`config.mk`:
```
export PLATFORM = sky130hd
export DESIGN_NAME = uart_tx_scheduler
export DESIGN_NICKNAME = d
export VERILOG_FILES = /design/src/rtl/uart_tx_scheduler_pkg.sv /design/src/rtl/uart_byte_ser.sv /design/src/rtl/uart_tx_scheduler.sv
export SDC_FILE = /design/constraint.sdc
export NUM_CORES = 1
export LEC_CHECK = 0
export ABC_AREA = 0
export CAP_MARGIN = 20
export CORE_UTILIZATION = 39
export DETAILED_ROUTE_END_ITERATION = 7
export GPL_ROUTABILITY_DRIVEN = 0
export PLACE_DENSITY_LB_ADDON = 0.1
export SYNTH_ARGS = -nofsm -noshare
export SYNTH_HDL_FRONTEND = slang
export SYNTH_SLANG_ARGS = --single-unit
```
`constraint.sdc`:
```
create_clock -name CLK -period 3 [get_ports CLK]
set_clock_uncertainty 0.1 [all_clocks]
set_input_delay 0.75 -clock CLK [delete_from_list [all_inputs] [get_ports CLK]]
set_output_delay 0.75 -clock CLK [all_outputs]
set_load 0.05 [all_outputs]
```
`src/rtl/uart_tx_scheduler_pkg.sv`:
```
// Shared FSM encodings and defaults for the UART TX scheduler.
// CHK state exists only when UART_SCHED_CHECKSUM_EN is defined.
package uart_tx_scheduler_pkg;

    localparam logic [2:0] ST_IDLE = 3'd0;
    localparam logic [2:0] ST_HDR  = 3'd1;
    localparam logic [2:0] ST_ID   = 3'd2;
    localparam logic [2:0] ST_DAT  = 3'd3;
`ifdef UART_SCHED_CHECKSUM_EN
    localparam logic [2:0] ST_CHK  = 3'd4;
`endif

    localparam logic [7:0] HDR_DEFAULT   = 8'hA5;
    localparam int         BITS_PER_BYTE = 10;
    // 100 MHz core clock, 250 kBd line
    localparam int         DIV_DEFAULT   = 400;

endpackage

```
`src/rtl/uart_byte_ser.sv`:
```
// 8N1 LSB-first serializer, DIV cycles per bit; TX drops one cycle after start is sampled.
// done marks the last stop-bit cycle; a start in that cycle chains the next byte with no gap.
module uart_byte_ser
    import uart_tx_scheduler_pkg::*;
#(
    parameter int DIV = DIV_DEFAULT
) (
    input  logic       clk,
    input  logic       rst,
    input  logic       start,
    input  logic [7:0] byte_in,
    output logic       done,
    output logic       tx
);

    localparam int CW = (DIV > 1) ? $clog2(DIV) : 1;

    logic [CW-1:0] div_cnt;
    logic [3:0]    bit_cnt;
    logic [8:0]    shreg;
    logic          active;

    assign done = active && (bit_cnt == 4'(BITS_PER_BYTE - 1)) && (div_cnt == CW'(DIV - 1));

    always_ff @(posedge clk or posedge rst) begin
        if (rst) begin
            tx      <= 1'b1;
            active  <= 1'b0;
            div_cnt <= '0;
            bit_cnt <= '0;
            shreg   <= '0;
        end else if (start && (!active || done)) begin
            // stop bit rides in the MSB so it shifts out after D7
            shreg   <= {1'b1, byte_in};
            tx      <= 1'b0;
            active  <= 1'b1;
            div_cnt <= '0;
            bit_cnt <= '0;
        end else if (active) begin
            if (div_cnt == CW'(DIV - 1)) begin
                div_cnt <= '0;
                if (bit_cnt == 4'(BITS_PER_BYTE - 1)) begin
                    active  <= 1'b0;
                    tx      <= 1'b1;
                    bit_cnt <= '0;
                end else begin
                    bit_cnt <= bit_cnt + 4'd1;
                    tx      <= shreg[0];
                    shreg   <= {1'b0, shreg[8:1]};
                end
            end else begin
                div_cnt <= div_cnt + CW'(1);
            end
        end
    end

endmodule

```
`src/rtl/uart_tx_scheduler.sv`:
```
// Round-robin arbiter + frame FSM sharing one UART TX (HDR, ID, DATA[, CHK]); start bit 2 cycles after grant edge.
// REQ is ignored while BUSY; checksum byte enabled by UART_SCHED_CHECKSUM_EN.
module uart_tx_scheduler
    import uart_tx_scheduler_pkg::*;
#(
    parameter int          N_REQ    = 4,
    parameter int          DIV      = DIV_DEFAULT,
    parameter logic [7:0]  HDR_BYTE = HDR_DEFAULT
) (
    input  logic               CLK,
    input  logic               RST,
    input  logic [N_REQ-1:0]   REQ,
    input  logic [8*N_REQ-1:0] DATA,
    output logic [N_REQ-1:0]   ACK,
    output logic [2:0]         GRANT_ID,
    output logic               BUSY,
    output logic               TX
);

    logic [2:0]       state;
    logic [2:0]       ptr;
    logic [7:0]       data_q;
    logic             kick;
    logic             start_q;
    logic [7:0]       req_pad;
    logic [63:0]      data_pad;
    logic [3:0]       sum;
    logic [2:0]       gnt_idx;
    logic             gnt_vld;
    logic [2:0]       ptr_next;
    logic [N_REQ-1:0] ack_next;
    logic             ser_start;
    logic             ser_done;
    logic [7:0]       ser_byte;
    logic             last_byte;

    // search order starts at the pointer and wraps at N_REQ
    always_comb begin
        req_pad                = '0;
        req_pad[N_REQ-1:0]     = REQ;
        data_pad               = '0;
        data_pad[8*N_REQ-1:0]  = DATA;
        gnt_vld                = 1'b0;
        gnt_idx                = '0;
        sum                    = '0;
        for (int i = 0; i < N_REQ; i++) begin
            sum = {1'b0, ptr} + 4'(i);
            if (sum >= 4'(N_REQ))
                sum = sum - 4'(N_REQ);
            if (!gnt_vld && req_pad[sum[2:0]]) begin
                gnt_vld = 1'b1;
                gnt_idx = sum[2:0];
            end
        end
        ptr_next = (gnt_idx == 3'(N_REQ - 1)) ? 3'd0 : gnt_idx + 3'd1;
        ack_next = '0;
        for (int k = 0; k < N_REQ; k++)
            ack_next[k] = (gnt_idx == 3'(k));
    end

    always_comb begin
        ser_byte = HDR_BYTE;
        case (state)
            ST_HDR:  ser_byte = start_q ? HDR_BYTE : {5'b0, GRANT_ID};
            ST_ID:   ser_byte = data_q;
`ifdef UART_SCHED_CHECKSUM_EN
            ST_DAT:  ser_byte = {5'b0, GRANT_ID} ^ data_q;
`endif
            default: ser_byte = HDR_BYTE;
        endcase
    end

`ifdef UART_SCHED_CHECKSUM_EN
    assign last_byte = (state == ST_CHK);
`else
    assign last_byte = (state == ST_DAT);
`endif

    // first byte launches from start_q; the rest chain off done
    assign ser_start = start_q | (ser_done & ~last_byte);

    always_ff @(posedge CLK or posedge RST) begin
        if (RST) begin
            state    <= ST_IDLE;
            ptr      <= '0;
            data_q   <= '0;
            kick     <= 1'b0;
            start_q  <= 1'b0;
            ACK      <= '0;
            GRANT_ID <= '0;
            BUSY     <= 1'b0;
        end else begin
            ACK     <= '0;
            kick    <= 1'b0;
            start_q <= kick;
            case (state)
                ST_IDLE: begin
                    if (gnt_vld) begin
                        ACK      <= ack_next;
                        GRANT_ID <= gnt_idx;
                        data_q   <= data_pad[{gnt_idx, 3'b000} +: 8];
                        BUSY     <= 1'b1;
                        kick     <= 1'b1;
                        ptr      <= ptr_next;
                        state    <= ST_HDR;
                    end
                end
                ST_HDR: if (ser_done) state <= ST_ID;
                ST_ID:  if (ser_done) state <= ST_DAT;
                ST_DAT: begin
                    if (ser_done) begin
`ifdef UART_SCHED_CHECKSUM_EN
                        state <= ST_CHK;
`else
                        state <= ST_IDLE;
                        BUSY  <= 1'b0;
`endif
                    end
                end
`ifdef UART_SCHED_CHECKSUM_EN
                ST_CHK: begin
                    if (ser_done) begin
                        state <= ST_IDLE;
                        BUSY  <= 1'b0;
                    end
                end
`endif
                default: state <= ST_IDLE;
            endcase
        end
    end

    uart_byte_ser #(.DIV(DIV)) u_ser (
        .clk     (CLK),
        .rst     (RST),
        .start   (ser_start),
        .byte_in (ser_byte),
        .done    (ser_done),
        .tx      (TX)
    );

endmodule

```
==> impl_metrics.toml <==
[yosys]
synth_area_leaders = "dfrtp_1, ha_1, nand2_1, mux2i_1, o21ai_0"
synth-edff-count = 0
syn_nets = 346
synth_seq_cells = 47
syn_inst = 298
synth_area_leader_cell = "dfrtp_1"
syn_area_um2 = 2840
ys_seq_area_share_pct = 41.4
synth_top_flop_cell = "dfrtp_1"
avgSynthCellArea_um2 = 9.54
ys_types = 62
yosys_warnings = 0
async_flop_share_pct = 100
synth.top_cell.area_share_pct = 40.5

[place]
preCtsSetupSlack_ps = -80.3
port-buffer-count = 46
dp_hpwl_um = 4830
dp_cells = 451
placed_area_um2 = 3560

[route]
drcViolationCount = 0
num_vias = 2406
ant_nets = 0
vias_per_cell = 5.24
wl_per_cell_um = 14.0
drtIter0Drc = 73
detail_route.first_pass.iterations = 4
wl_um = 6440

[cells_and_area]
nets = 410
drive_gt1_share_pct = 15.4
syn_to_final_growth_pct = 29.5
design_area_um2 = 3680
final_cell_count_no_fill = 459
final_core_util_pct = 53.3
fill_cells = 655
final_cell_mix = "dfrtp_1, clkdlybuf4s50_1, nand2_1, buf_4, nor2_1"
diodes = 0

[global_route]
antenna_found_initial = 0
grt_pass1_vias = 2323
gr-total-overflow = 0
grtUsageTotal_pct = 18.6
grt_max_degree = 48
grt_pass1_wl_um = 11300

[timing]
tightest_slew_ps = 500
worst_slack_ps = 215
setup_viol = 0
fmax_ghz = 0.359
slew-limit-headroom_pct = 66.6
min_period_over_period_pct = 92.8
rsz0062_at_grt = "no"
drv_slew = 0
hold_viol = 0
fin_crit_ps = 2780

[cts]
post_cts_buffers = 0
cts_max_path_buffers = 2
cts-buffers-inserted = 5
clk_latency_ps = 300
clockRootBuffer = "clkbuf_8"
cts_tree = "built"
clkSinkCount = 47
post_cts_resized = 0
cts.clk_slew.worst_paths_ps = 90
holdBufCountCts = 0
cts_max_level = 2

[worst_setup_path]
crit_type = "register to register"
required_ps = 3090
r2r_cells = 9
endpoint_kind = "register"
startpoint_type = "register"
critPathMaxStageDelay_ps = 530
cp_max_fo = 11
r2r-start = "ptr[0]$_DFFE_PP0P_"
path_cells = "inv_1, ha_1, mux4_2, a21o_1, nor3_2, nand2b_1, buf_4, a211oi_1, a221o_1"
r2r-end = "data_q[7]$_DFFE_PP0P_"
crit_arrival_ps = 2880
crit_slowest_cell = "mux4_2"
rrSetupSlack_ps = 220

[hold_path]
hp-class = "register to register"
min_from = "kick$_DFF_PP0_"
hold_depth = 0
holdPathEnd = "start_q$_DFF_PP0_"

[power]
leakagePower_nw = 1.63
power_density_nw_per_um2 = 342
irDropWorstVdd_v = 0.000157

[floorplan]
design.die.area_um2 = 7630
die_y_um = 87.4
fp-row-count = 30
boundaryPins = 47
core_um2 = 6910
floorplan.initialDensity_pct = 41.2
dieWidth_um = 87.4

[run]
maxCapViolations = 0

[run_status]
status = "completed"
## state kept, by name, summed over array words and instances (netlist names)
| register | cells |
|---|---|
| u_ser.bit_cnt | 4 |
| u_ser.div_cnt | 9 |
| start_q | 1 |
| GRANT_ID | 3 |
| kick | 1 |
| BUSY | 1 |
| u_ser.active | 1 |
| ACK | 4 |
| data_q | 8 |
| state | 2 |
| u_ser.tx | 1 |
| u_ser.shreg | 9 |
| ptr | 3 |
## report_power, final
part | internal [mW] | switching, mW | total [mW]
clock | 0.270 | 0.208 | 0.478
combinational | 0.0856 | 0.0636 | 0.149
sequential | 0.633 | 0 | 0.633
total | 0.988 | 0.272 | 1.26
## through the flow
step | TNS (ps) | hold slack, ps | power (mW)
5_1_grt | 0 | 278 | 1.31
3_5_place_dp | -243 | 246 | 0.796
3_3_place_gp | -2.41 | 232 | 0.796
2_1_floorplan | 0 | 231 | 0.709
6_report | 0 | 272 | 1.26
4_1_cts | 0 | 276 | 1.27
## layer usage
metal	up-vias	share of wire [%]	global-route usage (%)
met3	7	2.8	2.75
met4	0	1.2	5.37
met2	46	47	30.0
li1	1213	-	-
met1	1140	49	26.0
met5	-	0	0
## worst max path at each step
stage	end	slack (ps)	depth (start not counted)	startpoint
4_1_cts	data_q[7]$_DFFE_PP0P_	210	9	ptr[0]$_DFFE_PP0P_
2_1_floorplan	ptr[1]$_DFFE_PP0P_	40	11	ptr[0]$_DFFE_PP0P_
3_3_place_gp	data_q[7]$_DFFE_PP0P_	-2	8	REQ[3]
6_report	data_q[7]$_DFFE_PP0P_	220	9	ptr[0]$_DFFE_PP0P_
3_5_place_dp	data_q[7]$_DFFE_PP0P_	-80	8	REQ[0]
5_1_grt	data_q[7]$_DFFE_PP0P_	70	9	ptr[0]$_DFFE_PP0P_
## area by class of cell
cell class	instances	area, um^2	share of cell area (%)
repair buffers	73	676	18.3
inverters	11	41.3	1.12
clock buffers	6	82.6	2.24
clock inverters	2	35.0	0.951
multi-input cells	224	1550	42.1
flip-flops and latches	47	1180	32.0
well taps	96	120	3.26
## worst max-delay path, delay by kind of cell, from the launching register on
| kind | cells | cell delay [ps] |
|---|---|---|
| compound gates | 3 | 530 |
| flops | 1 | 360 |
| mux | 1 | 530 |
| simple gates | 2 | 430 |
| buf+inv | 2 | 290 |
| fa+ha+maj | 1 | 430 |
## cells by family (layout without fill, tap and decap cells)
kind of cell	count (synthesis)	after routing	share of synthesized area, %
flip-flops	47	47	41.4
adder cells (fa/ha/maj)	10	10	4.40
multiplexers	17	17	7.61
XOR/XNOR	8	8	2.46
AND/OR/NAND/NOR	101	101	17.6
AO/OA/AOI/OAI	88	88	22.5
buffers and inverters	27	92	4.05
## synthesized netlist by cell type (5+ instances only)
cell type  number
dfrtp_1        46
nand2_1        29
nor2_1         25
o21ai_0        20
nand3_1        13
a21oi_1        10
ha_1           10
inv_1          10
mux2i_1        10
clkbuf_1        8
o211ai_1        8
nand2b_1        7
a211o_1         6
nor3_1          6
xor2_1          6
a21o_1          5
and2_1          5
buf_2           5
No activity file was read; power rests on OpenSTA's default activity.
